## config.mk

```make
export PLATFORM = sky130hd
export DESIGN_NAME = cbd_coeff_streamer
export DESIGN_NICKNAME = d
export VERILOG_FILES = /design/src/rtl/kyber_pkg.sv /design/src/rtl/cbd_coeff_to_modq.sv /design/src/rtl/cbd_coeff_streamer.sv
export SDC_FILE = /design/constraint.sdc
export NUM_CORES = 2
export LEC_CHECK = 0
export BUFFER_PORTS_ARGS = -buffer_cell sky130_fd_sc_hd__clkbuf_2
export CAP_MARGIN = 20
export CORE_AREA = 2 2 409 411
export DETAILED_ROUTE_END_ITERATION = 7
export DIE_AREA = 0 0 411 413
export PLACE_DENSITY_LB_ADDON = 0.2
export SLEW_MARGIN = 20
export SYNTH_ARGS = -nofsm -noshare
export SYNTH_HDL_FRONTEND = slang
export SYNTH_SLANG_ARGS = --single-unit
```

## constraint.sdc

```tcl
create_clock -name clk -period 32.2 [get_ports clk]
set_input_delay 1.61 -clock clk [delete_from_list [all_inputs] [get_ports clk]]
set_output_delay 1.61 -clock clk [all_outputs]
set_load 0.02 [all_outputs]
```

## src/rtl/kyber_pkg.sv

```systemverilog
// Shared Kyber constants for the CBD sampling / coefficient streaming path.
package kyber_pkg;

    // Polynomial geometry and modulus
    localparam int KYBER_N        = 256;
    localparam int KYBER_Q        = 3329;

    // Coefficient widths: signed CBD nibble in, canonical mod-q value out
    localparam int i_Coeffs_Width = 4;
    localparam int o_Coeff_Width  = 12;
    localparam int i_Poly_Size    = i_Coeffs_Width * KYBER_N;

    // Index widths: 8 bits addresses one coefficient, 9 bits also counts "all loaded"
    localparam int IDX_W          = 8;
    localparam int RD_IDX_W       = 9;

    // Modulus as a sized constant for 12-bit arithmetic
    localparam logic [o_Coeff_Width-1:0] KYBER_Q_W = 12'd3329;

    // Legal CBD(eta=2) coefficient bounds
    localparam int                               CBD_ETA = 2;
    localparam logic signed [i_Coeffs_Width-1:0] CBD_MIN = -4'sd2;
    localparam logic signed [i_Coeffs_Width-1:0] CBD_MAX = 4'sd2;

    // Streamer state encoding
    typedef enum logic [1:0] {
        IDLE   = 2'd0,
        STREAM = 2'd1,
        DONE   = 2'd2
    } cbd_state_t;

endpackage : kyber_pkg

```

## src/rtl/cbd_coeff_to_modq.sv

```systemverilog
// Maps one signed 4-bit CBD coefficient to its canonical value in [0, q)
// and flags values outside the eta=2 range [-2, 2]. Purely combinational.
module cbd_coeff_to_modq
    import kyber_pkg::*;
(
    input  logic [i_Coeffs_Width-1:0] i_coeff,
    output logic [o_Coeff_Width-1:0]  o_coeff_modq,
    output logic                      o_range_err
);

    logic signed [i_Coeffs_Width-1:0] w_coeff_s;
    logic        [o_Coeff_Width-1:0]  w_coeff_ext;
    logic                             w_negative;

    assign w_coeff_s   = i_coeff;
    assign w_negative  = i_coeff[i_Coeffs_Width-1];
    // Sign-extend to 12 bits; adding q modulo 2^12 then yields q + c for c < 0
    assign w_coeff_ext = {{(o_Coeff_Width-i_Coeffs_Width){w_negative}}, i_coeff};

    // Fold negative coefficients into [q-8, q-1]; non-negative ones pass through
    always_comb begin
        o_coeff_modq = w_coeff_ext;
        if (w_negative) begin
            o_coeff_modq = w_coeff_ext + KYBER_Q_W;
        end else begin
            o_coeff_modq = w_coeff_ext;
        end
    end

    // Flag coefficients a correct eta=2 sampler can never produce
    always_comb begin
        o_range_err = 1'b0;
        if ((w_coeff_s < CBD_MIN) || (w_coeff_s > CBD_MAX)) begin
            o_range_err = 1'b1;
        end else begin
            o_range_err = 1'b0;
        end
    end

endmodule : cbd_coeff_to_modq

```

## src/rtl/cbd_coeff_streamer.sv

```systemverilog
// Captures a packed 256 x 4-bit CBD polynomial on start, converts each
// coefficient to [0, q) and streams them index 0 first over valid/ready.
// A sticky flag reports any coefficient outside [-2, 2].
module cbd_coeff_streamer
    import kyber_pkg::*;
(
    input  logic                     clk,
    input  logic                     reset,
    input  logic                     clear,
    input  logic                     start,
    input  logic [i_Poly_Size-1:0]   i_Poly,
    output logic                     busy,
    output logic                     o_Coeff_valid,
    input  logic                     o_Coeff_ready,
    output logic [o_Coeff_Width-1:0] o_Coeff,
    output logic [IDX_W-1:0]         o_Coeff_idx,
    output logic                     o_Coeff_last,
    output logic                     o_Range_err,
    output logic                     done
);

    cbd_state_t                r_state;
    logic [i_Poly_Size-1:0]    r_shadow;
    logic [RD_IDX_W-1:0]       r_rd_idx;
    logic                      r_valid;
    logic [o_Coeff_Width-1:0]  r_coeff;
    logic [IDX_W-1:0]          r_idx;
    logic                      r_last;
    logic                      r_range_err;
    logic                      r_done;
    logic                      r_busy;

    logic [i_Coeffs_Width-1:0] w_coeff_raw;
    logic [o_Coeff_Width-1:0]  w_coeff_modq;
    logic                      w_coeff_bad;
    logic                      w_xfer;
    logic                      w_more;
    logic                      w_load;
    logic                      w_is_last;

    // The shadow register shifts down one nibble per load, so the next
    // coefficient to emit always sits in the low nibble (no wide mux).
    assign w_coeff_raw = r_shadow[i_Coeffs_Width-1:0];

    cbd_coeff_to_modq u_to_modq (
        .i_coeff      (w_coeff_raw),
        .o_coeff_modq (w_coeff_modq),
        .o_range_err  (w_coeff_bad)
    );

    // Handshake bookkeeping: a transfer frees the output register the same
    // cycle, so a new coefficient can load back-to-back at full throughput.
    assign w_xfer    = r_valid && o_Coeff_ready;
    assign w_more    = (r_rd_idx[RD_IDX_W-1] == 1'b0);
    assign w_load    = (r_state == STREAM) && w_more && (!r_valid || w_xfer);
    assign w_is_last = (r_rd_idx[IDX_W-1:0] == 8'd255);

    // Control FSM with shadow capture, read index, output register and sticky flag
    always_ff @(posedge clk or posedge reset) begin
        if (reset) begin
            r_state     <= IDLE;
            r_shadow    <= '0;
            r_rd_idx    <= 9'd0;
            r_valid     <= 1'b0;
            r_coeff     <= 12'd0;
            r_idx       <= 8'd0;
            r_last      <= 1'b0;
            r_range_err <= 1'b0;
            r_done      <= 1'b0;
            r_busy      <= 1'b0;
        end else if (clear) begin
            // Abort wins over start and over any transfer happening this cycle
            r_state     <= IDLE;
            r_shadow    <= '0;
            r_rd_idx    <= 9'd0;
            r_valid     <= 1'b0;
            r_coeff     <= 12'd0;
            r_idx       <= 8'd0;
            r_last      <= 1'b0;
            r_range_err <= 1'b0;
            r_done      <= 1'b0;
            r_busy      <= 1'b0;
        end else begin
            case (r_state)
                IDLE: begin
                    r_done <= 1'b0;
                    if (start) begin
                        r_shadow    <= i_Poly;
                        r_rd_idx    <= 9'd0;
                        r_range_err <= 1'b0;
                        r_valid     <= 1'b0;
                        r_busy      <= 1'b1;
                        r_state     <= STREAM;
                    end else begin
                        r_busy      <= 1'b0;
                        r_state     <= IDLE;
                    end
                end

                STREAM: begin
                    if (w_load) begin
                        r_coeff     <= w_coeff_modq;
                        r_idx       <= r_rd_idx[IDX_W-1:0];
                        r_last      <= w_is_last;
                        r_valid     <= 1'b1;
                        r_range_err <= r_range_err | w_coeff_bad;
                        r_rd_idx    <= r_rd_idx + 9'd1;
                        r_shadow    <= {{i_Coeffs_Width{1'b0}},
                                        r_shadow[i_Poly_Size-1:i_Coeffs_Width]};
                    end else if (w_xfer) begin
                        // Only reachable once everything is loaded: this is idx 255
                        r_valid     <= 1'b0;
                        if (r_last) begin
                            r_done  <= 1'b1;
                            r_state <= DONE;
                        end else begin
                            r_state <= STREAM;
                        end
                    end else begin
                        r_state     <= STREAM;
                    end
                end

                DONE: begin
                    r_done  <= 1'b0;
                    r_busy  <= 1'b0;
                    r_state <= IDLE;
                end

                default: begin
                    r_state <= IDLE;
                    r_valid <= 1'b0;
                    r_done  <= 1'b0;
                    r_busy  <= 1'b0;
                end
            endcase
        end
    end

    assign busy          = r_busy;
    assign o_Coeff_valid = r_valid;
    assign o_Coeff       = r_coeff;
    assign o_Coeff_idx   = r_idx;
    assign o_Coeff_last  = r_last;
    assign o_Range_err   = r_range_err;
    assign done          = r_done;

endmodule : cbd_coeff_streamer

```

Word level (Yosys, flattened, before mapping)

Index checks and enable logic that the tools add are counted.

Flip-flop bits (word level): 1060
Input port bits: 1029
Output and inout port bits: 25

Add/sub/neg operators: 2
Magnitude comparators: 2
Equality and inequality tests: 11
Mux-type cells: 41
Bitwise gates (word level): 2
Reductions and logical operators: 14

Operator list:

| kind                                                                  | count |
|---|---|
| 1024-bit 2-to-1 mux                                                   | 3 |
| 1024-bit one-hot mux with 2 select lines                              | 1 |
| 12-bit 2-to-1 mux                                                     | 4 |
| 9-bit 2-to-1 mux                                                      | 3 |
| 8-bit 2-to-1 mux                                                      | 3 |
| 1-bit 2-to-1 mux                                                      | 18 |
| 9-bit one-hot mux with 2 select lines                                 | 1 |
| 3-bit != test (second input constant)                                 | 5 |
| 4-bit by 11-bit adder with 12-bit output (second input constant)      | 1 |
| 9-bit by 1-bit adder with 9-bit output (second input constant)        | 1 |
| 3-bit AND reduction                                                   | 3 |
| 8-bit == test (second input constant)                                 | 1 |
| 2-bit 2-to-1 mux                                                      | 4 |
| 4-bit by 3-bit > comparator with 1-bit output (second input constant) | 1 |
| 4-bit by 2-bit < comparator with 1-bit output (second input constant) | 1 |
| 2-bit != test (second input constant)                                 | 2 |
| 4-bit != test (second input constant)                                 | 1 |
| 1-bit one-hot mux with 2 select lines                                 | 2 |
| 2-bit one-hot mux with 2 select lines                                 | 1 |
| 2-bit nonzero test                                                    | 2 |
| 1-bit logical AND                                                     | 3 |
| 1-bit one-hot mux with 3 select lines                                 | 1 |
| 3-bit nonzero test                                                    | 1 |
| 2-bit by 1-bit == test with 1-bit output (second input constant)      | 1 |
| 7 further kinds                                                       | 8 |

Logic depth before layout (Yosys ltp)

Depth in word-level cells: 7
Gate-level depth with buffers: 8

By module

Synthesis repeated with hierarchy kept, for this count alone.

Cell total of the unflattened synthesis: 4869
Area, all modules: 52944.5 um^2

Modules (own cells, without submodules):

| module             | times used | cells each | area an instance (um^2) |
|---|---|---|---|
| cbd_coeff_streamer | 1          | 4848       | 52791.9 |
| cbd_coeff_to_modq  | 1          | 21         | 152.6 |

Worst setup path before layout

No wires, ideal clock.

Path kind: in2reg
From: in o_Coeff_ready
To: reg r_shadow[385]
Arrival: 2.695 ns
Setup slack: 29.427 ns
Cell stages on the path: 7
Path buffers: 3
Cells stage by stage: nor2b_2 > o211ai_1 > nand2_1 > buf_2 > buf_2 > buf_2 > o2bb2ai_1

Cells in the longest elaborated chain, start to end: 5

Ends and longest elaborated chain:

| element                              | RTL line                  | source |
|---|---|---|
| start, declared                      | cbd_coeff_streamer.sv:14  | `input logic o_Coeff_ready,` |
| 1-bit logical AND                    | cbd_coeff_streamer.sv:53  | `assign w_xfer = r_valid && o_Coeff_ready;` |
| 1-bit logical OR                     | cbd_coeff_streamer.sv:55  | `assign w_load = (r_state == STREAM) && w_more && (!r_valid \|\| w_xfer);` |
| 1-bit logical AND                    | cbd_coeff_streamer.sv:55  |  |
| 3-bit != test (no source line)       | -                         |  |
| 3-bit AND reduction (no source line) | -                         |  |
| end signal, assigned                 | cbd_coeff_streamer.sv:88  | `r_shadow <= i_Poly;` |
| end signal, assigned                 | cbd_coeff_streamer.sv:108 | `r_shadow <= {{i_Coeffs_Width{1'b0}},` |
| end, declared                        | cbd_coeff_streamer.sv:23  | `logic [i_Poly_Size-1:0] r_shadow;` |

Every way passes these cells.
A chain may end at the register's enable or synchronous reset.

Worst setup path in the final report

From: in o_Coeff_ready
To: reg r_shadow[180]

The elaborated chain is that of the path after synthesis.

==> metrics.md <==
| Metric | Value |
|---|---|
| Synth Area per Inst | `12.1 um^2` |
| First-pass GRT wire length | `263 mm` |
| Max Cap Viol | `0` |
| Boundary Pins | `between 1000 and 1500` |
| TritonRoute pass-1 iters | `5` |
| Leakage power | `0.0304 uW` |
| Reg2reg start | `r_state[1]` |
| DRT antenna net count | `0` |
| Starting Density | `30.9%` |
| Die Wd | `between 400 and 500 um` |
| R2r endpoint | `r_shadow[221]` |
| Total gr overflow | `0` |
| Total CTS buffers | `between 100 and 150` |
| Crit path time final | `~6500 ps` |
| Placer Congestion | `about 0.84` |
| Max-slew violations | `0` |
| H-tree depth | `4` |
| Yosys Warn Count | `0` |
| Skew final | `39.0 ps` |
| Buffer count from post-CTS setup fixing | `0` |
| Worst vdd rail ir drop | `~0.047 mV` |
| Final Cycle Share | `20.2%` |
| Dpl hpwl | `around 120 mm` |
| Hold WS | `roughly 480 ps` |
| Wirelength per Cell | `approximately 25 um` |
| Total GRT Usage | `20.3%` |
| Hold Crit Class | `reg -> reg` |
| CTS tree | `built` |
| Synth Register Bits | `1056` |
| Setup TNS | `0 ps` |
| Post-synthesis sequential area ratio | `51.5%` |
| Core area | `roughly 0.17 mm^2` |
| Post-synth top flop | `dfrtp_1` |
| WP data arrival | `roughly 7000 ps` |
| Final setup violation count | `0` |
| Vias in the first global route | `a little under 40000` |
| Critical path class | `in -> reg` |
| Worst Path Max Fanout | `between 200 and 250` |
| Share of cells above drive strength 1 | `26.0%` |
| Syn nets | `5283` |
| IO Port Bufs | `roughly 1100` |
| Largest net degree at the start of global routing | `around 250` |
| Status | `finished clean` |
| CP Capture Type | `flop` |
| Total wire length | `approximately 180 mm` |
| Fillcell total | `~17000` |
| Hold Path Stages | `1` |
| Setup crit start kind | `primary input` |
| Die H | `413 um` |
| Async SR Flop Fraction | `between 90% and 100%` |
| DIE AREA | `roughly 0.17 mm^2` |
| Residual DRC | `0` |
| Layout area overhead | `20.8%` |
| Netlist cell types | `44` |
| CTS Sinks | `about 1100` |
| Worst Hold Path EP | `r_shadow[474]` |
| CTS root buf | `clkbuf_16` |
| CTS resizes | `0` |
| Hold Crit Start | `r_shadow[474]` |
| WP data required | `~33000 ps` |
| Worst relative slew slack | `a little under an eighth` |
| Fmax achieved | `~150 MHz` |
| Initial antenna violation count | `86` |
| FP Rows | `150` |
| Nets | `6009` |
| Power density cells | `roughly 59 mW/mm^2` |
| R2r worst-path depth | `8` |
| RSZ-0062 raised after global routing | `false` |
| DR iter-0 viols | `about 3800` |
| Clock slew at reported path FFs | `roughly 60 ps` |
| Cells after synthesis | `~4300` |
| CTS Buffer Depth | `3` |
| Mapped Area | `0.0513 mm^2` |
| Hold Violations, Final | `0` |
| Via/cell ratio | `5.34` |
| Reg2reg setup slack | `about 26000 ps` |
| Actual slew at the worst max-slew pin | `1330 ps` |
| DR vias | `39000` |
| Clock Latency Late Sink | `750 ps` |
| CTS Hold Bufs | `0` |
| Post-synth EDFFs | `0` |
[layer usage]
metal,GRT usage (%),up-vias,wire [um]
met3,6.36,293,13700
met5,0,-,557
met4,6.13,88,4340
li1,-,18200,-
met2,32.3,1147,85800
met1,26.3,19300,75500
[cells in the final DEF (no fill, tap or decap), drive strengths merged, types with 2 or more instances in the layout]
master / synthesis / final
mux2i: 1021 / 1021
diode: 0 / 36
a21oi: 518 / 518
o2bb2ai: 529 / 529
clkinv: 0 / 16
or3: 4 / 4
a311oi: 491 / 491
nand3: 6 / 6
a211oi: 4 / 4
nor2: 4 / 4
dfrtp: 1056 / 1056
o211ai: 2 / 2
or4: 3 / 3
ha: 4 / 4
nor3: 3 / 3
nand4: 6 / 6
clkinvlp: 0 / 3
clkbuf: 251 / 1246
inv: 10 / 17
bufinv: 0 / 5
a22o: 5 / 5
nand2b: 6 / 6
nor2b: 4 / 4
buf: 267 / 60
nand2: 34 / 34
o21ai: 7 / 7
o31ai: 4 / 4
[worst max-delay path: stages]
cell and delay (ps):
clkbuf_2 120, nor2b_2 90, o21ai_4 220, buf_12 670
buf_4 840, buf_4 910, buf_4 810, buf_4 800
a21oi_1 170, a311oi_1 280
[registers in the layout, summed over array words and instances (netlist names), 2 cells and up]
| name | count |
|---|---|
| r_state | 2 |
| r_shadow | 1024 |
| o_Coeff_idx | 8 |
| r_rd_idx | 9 |
| o_Coeff | 8 |
[power breakdown]
part           leakage [uW]  total [uW]  switching (uW)  internal [uW]
clock network       0.00210        1480             607            876
registers            0.0140        1550            88.6           1470
logic                0.0143         599             340            260
[synthesized netlist by cell type (5+ instances only)]
cell,instances,area (um^2)
a21oi_1,518,2590
o21ai_0,5,25.0
nand4_1,6,37.5
mux2i_1,1021,10200
a22o_1,5,43.8
buf_2,211,1060
a311oi_1,491,4300
inv_1,9,33.8
clkbuf_1,251,942
buf_6,8,90.1
buf_1,10,37.5
buf_4,38,285
nand2_1,34,128
o2bb2ai_1,529,4630
dfrtp_1,1056,26400
nand3_1,5,25.0
[logic make-up after synthesis]
family	Yosys count	share of synthesized area (%)
AOI/OAI and AO/OA	1565	22.9
xor gates and xnor gates	1	0.0171
adders and majority gates	4	0.0976
other	1	0.00731
buffers and inverters	528	4.77
muxes	1021	19.9
DFF	1056	51.5
and+or+nand+nor	74	0.778
[how the worst max path moves through the flow]
stage                   from       endpoint  slack [ps]  cells past startpoint
6_report       o_Coeff_ready  r_shadow[180]       25700                     10
5_1_grt        o_Coeff_ready  r_shadow[199]       25300                     10
4_1_cts        o_Coeff_ready  r_shadow[226]       26010                     10
3_5_place_dp   o_Coeff_ready  r_shadow[226]       25200                     10
3_3_place_gp   o_Coeff_ready  r_shadow[222]       25290                     10
2_1_floorplan          reset           busy         870                      1
[through the flow]
| stage | setup slack (ps) | utilization, % | instance area, um^2 | std cells | total power, uW |
|---|---|---|---|---|---|
| 6_report | 25700 | 37.3 | 61900 | 7309 | 3640 |
| 5_1_grt | 25300 | 37.3 | 61900 | 7294 | 3810 |
| 2_1_floorplan | 866 | - | 51300 | 4250 | 1990 |
| 3_3_place_gp | 25290 | 34.7 | 57500 | 7046 | 2170 |
| 3_5_place_dp | 25200 | 34.7 | 57500 | 7046 | 2180 |
| 4_1_cts | 26010 | 37.2 | 61800 | 7272 | 3680 |
[layout make-up]
class,count,area (um^2),share of cell area [%]
flip-flops and latches,1056,26400,42.7
inverters,10,52.6,0.0849
repair buffers,1111,5890,9.51
diodes,36,90.1,0.145
clock inverters,31,399,0.645
well taps,2204,2760,4.45
multi-input cells,2666,22400,36.2
clock buffers,195,3880,6.27
No activity file was read; power rests on OpenSTA's default activity.
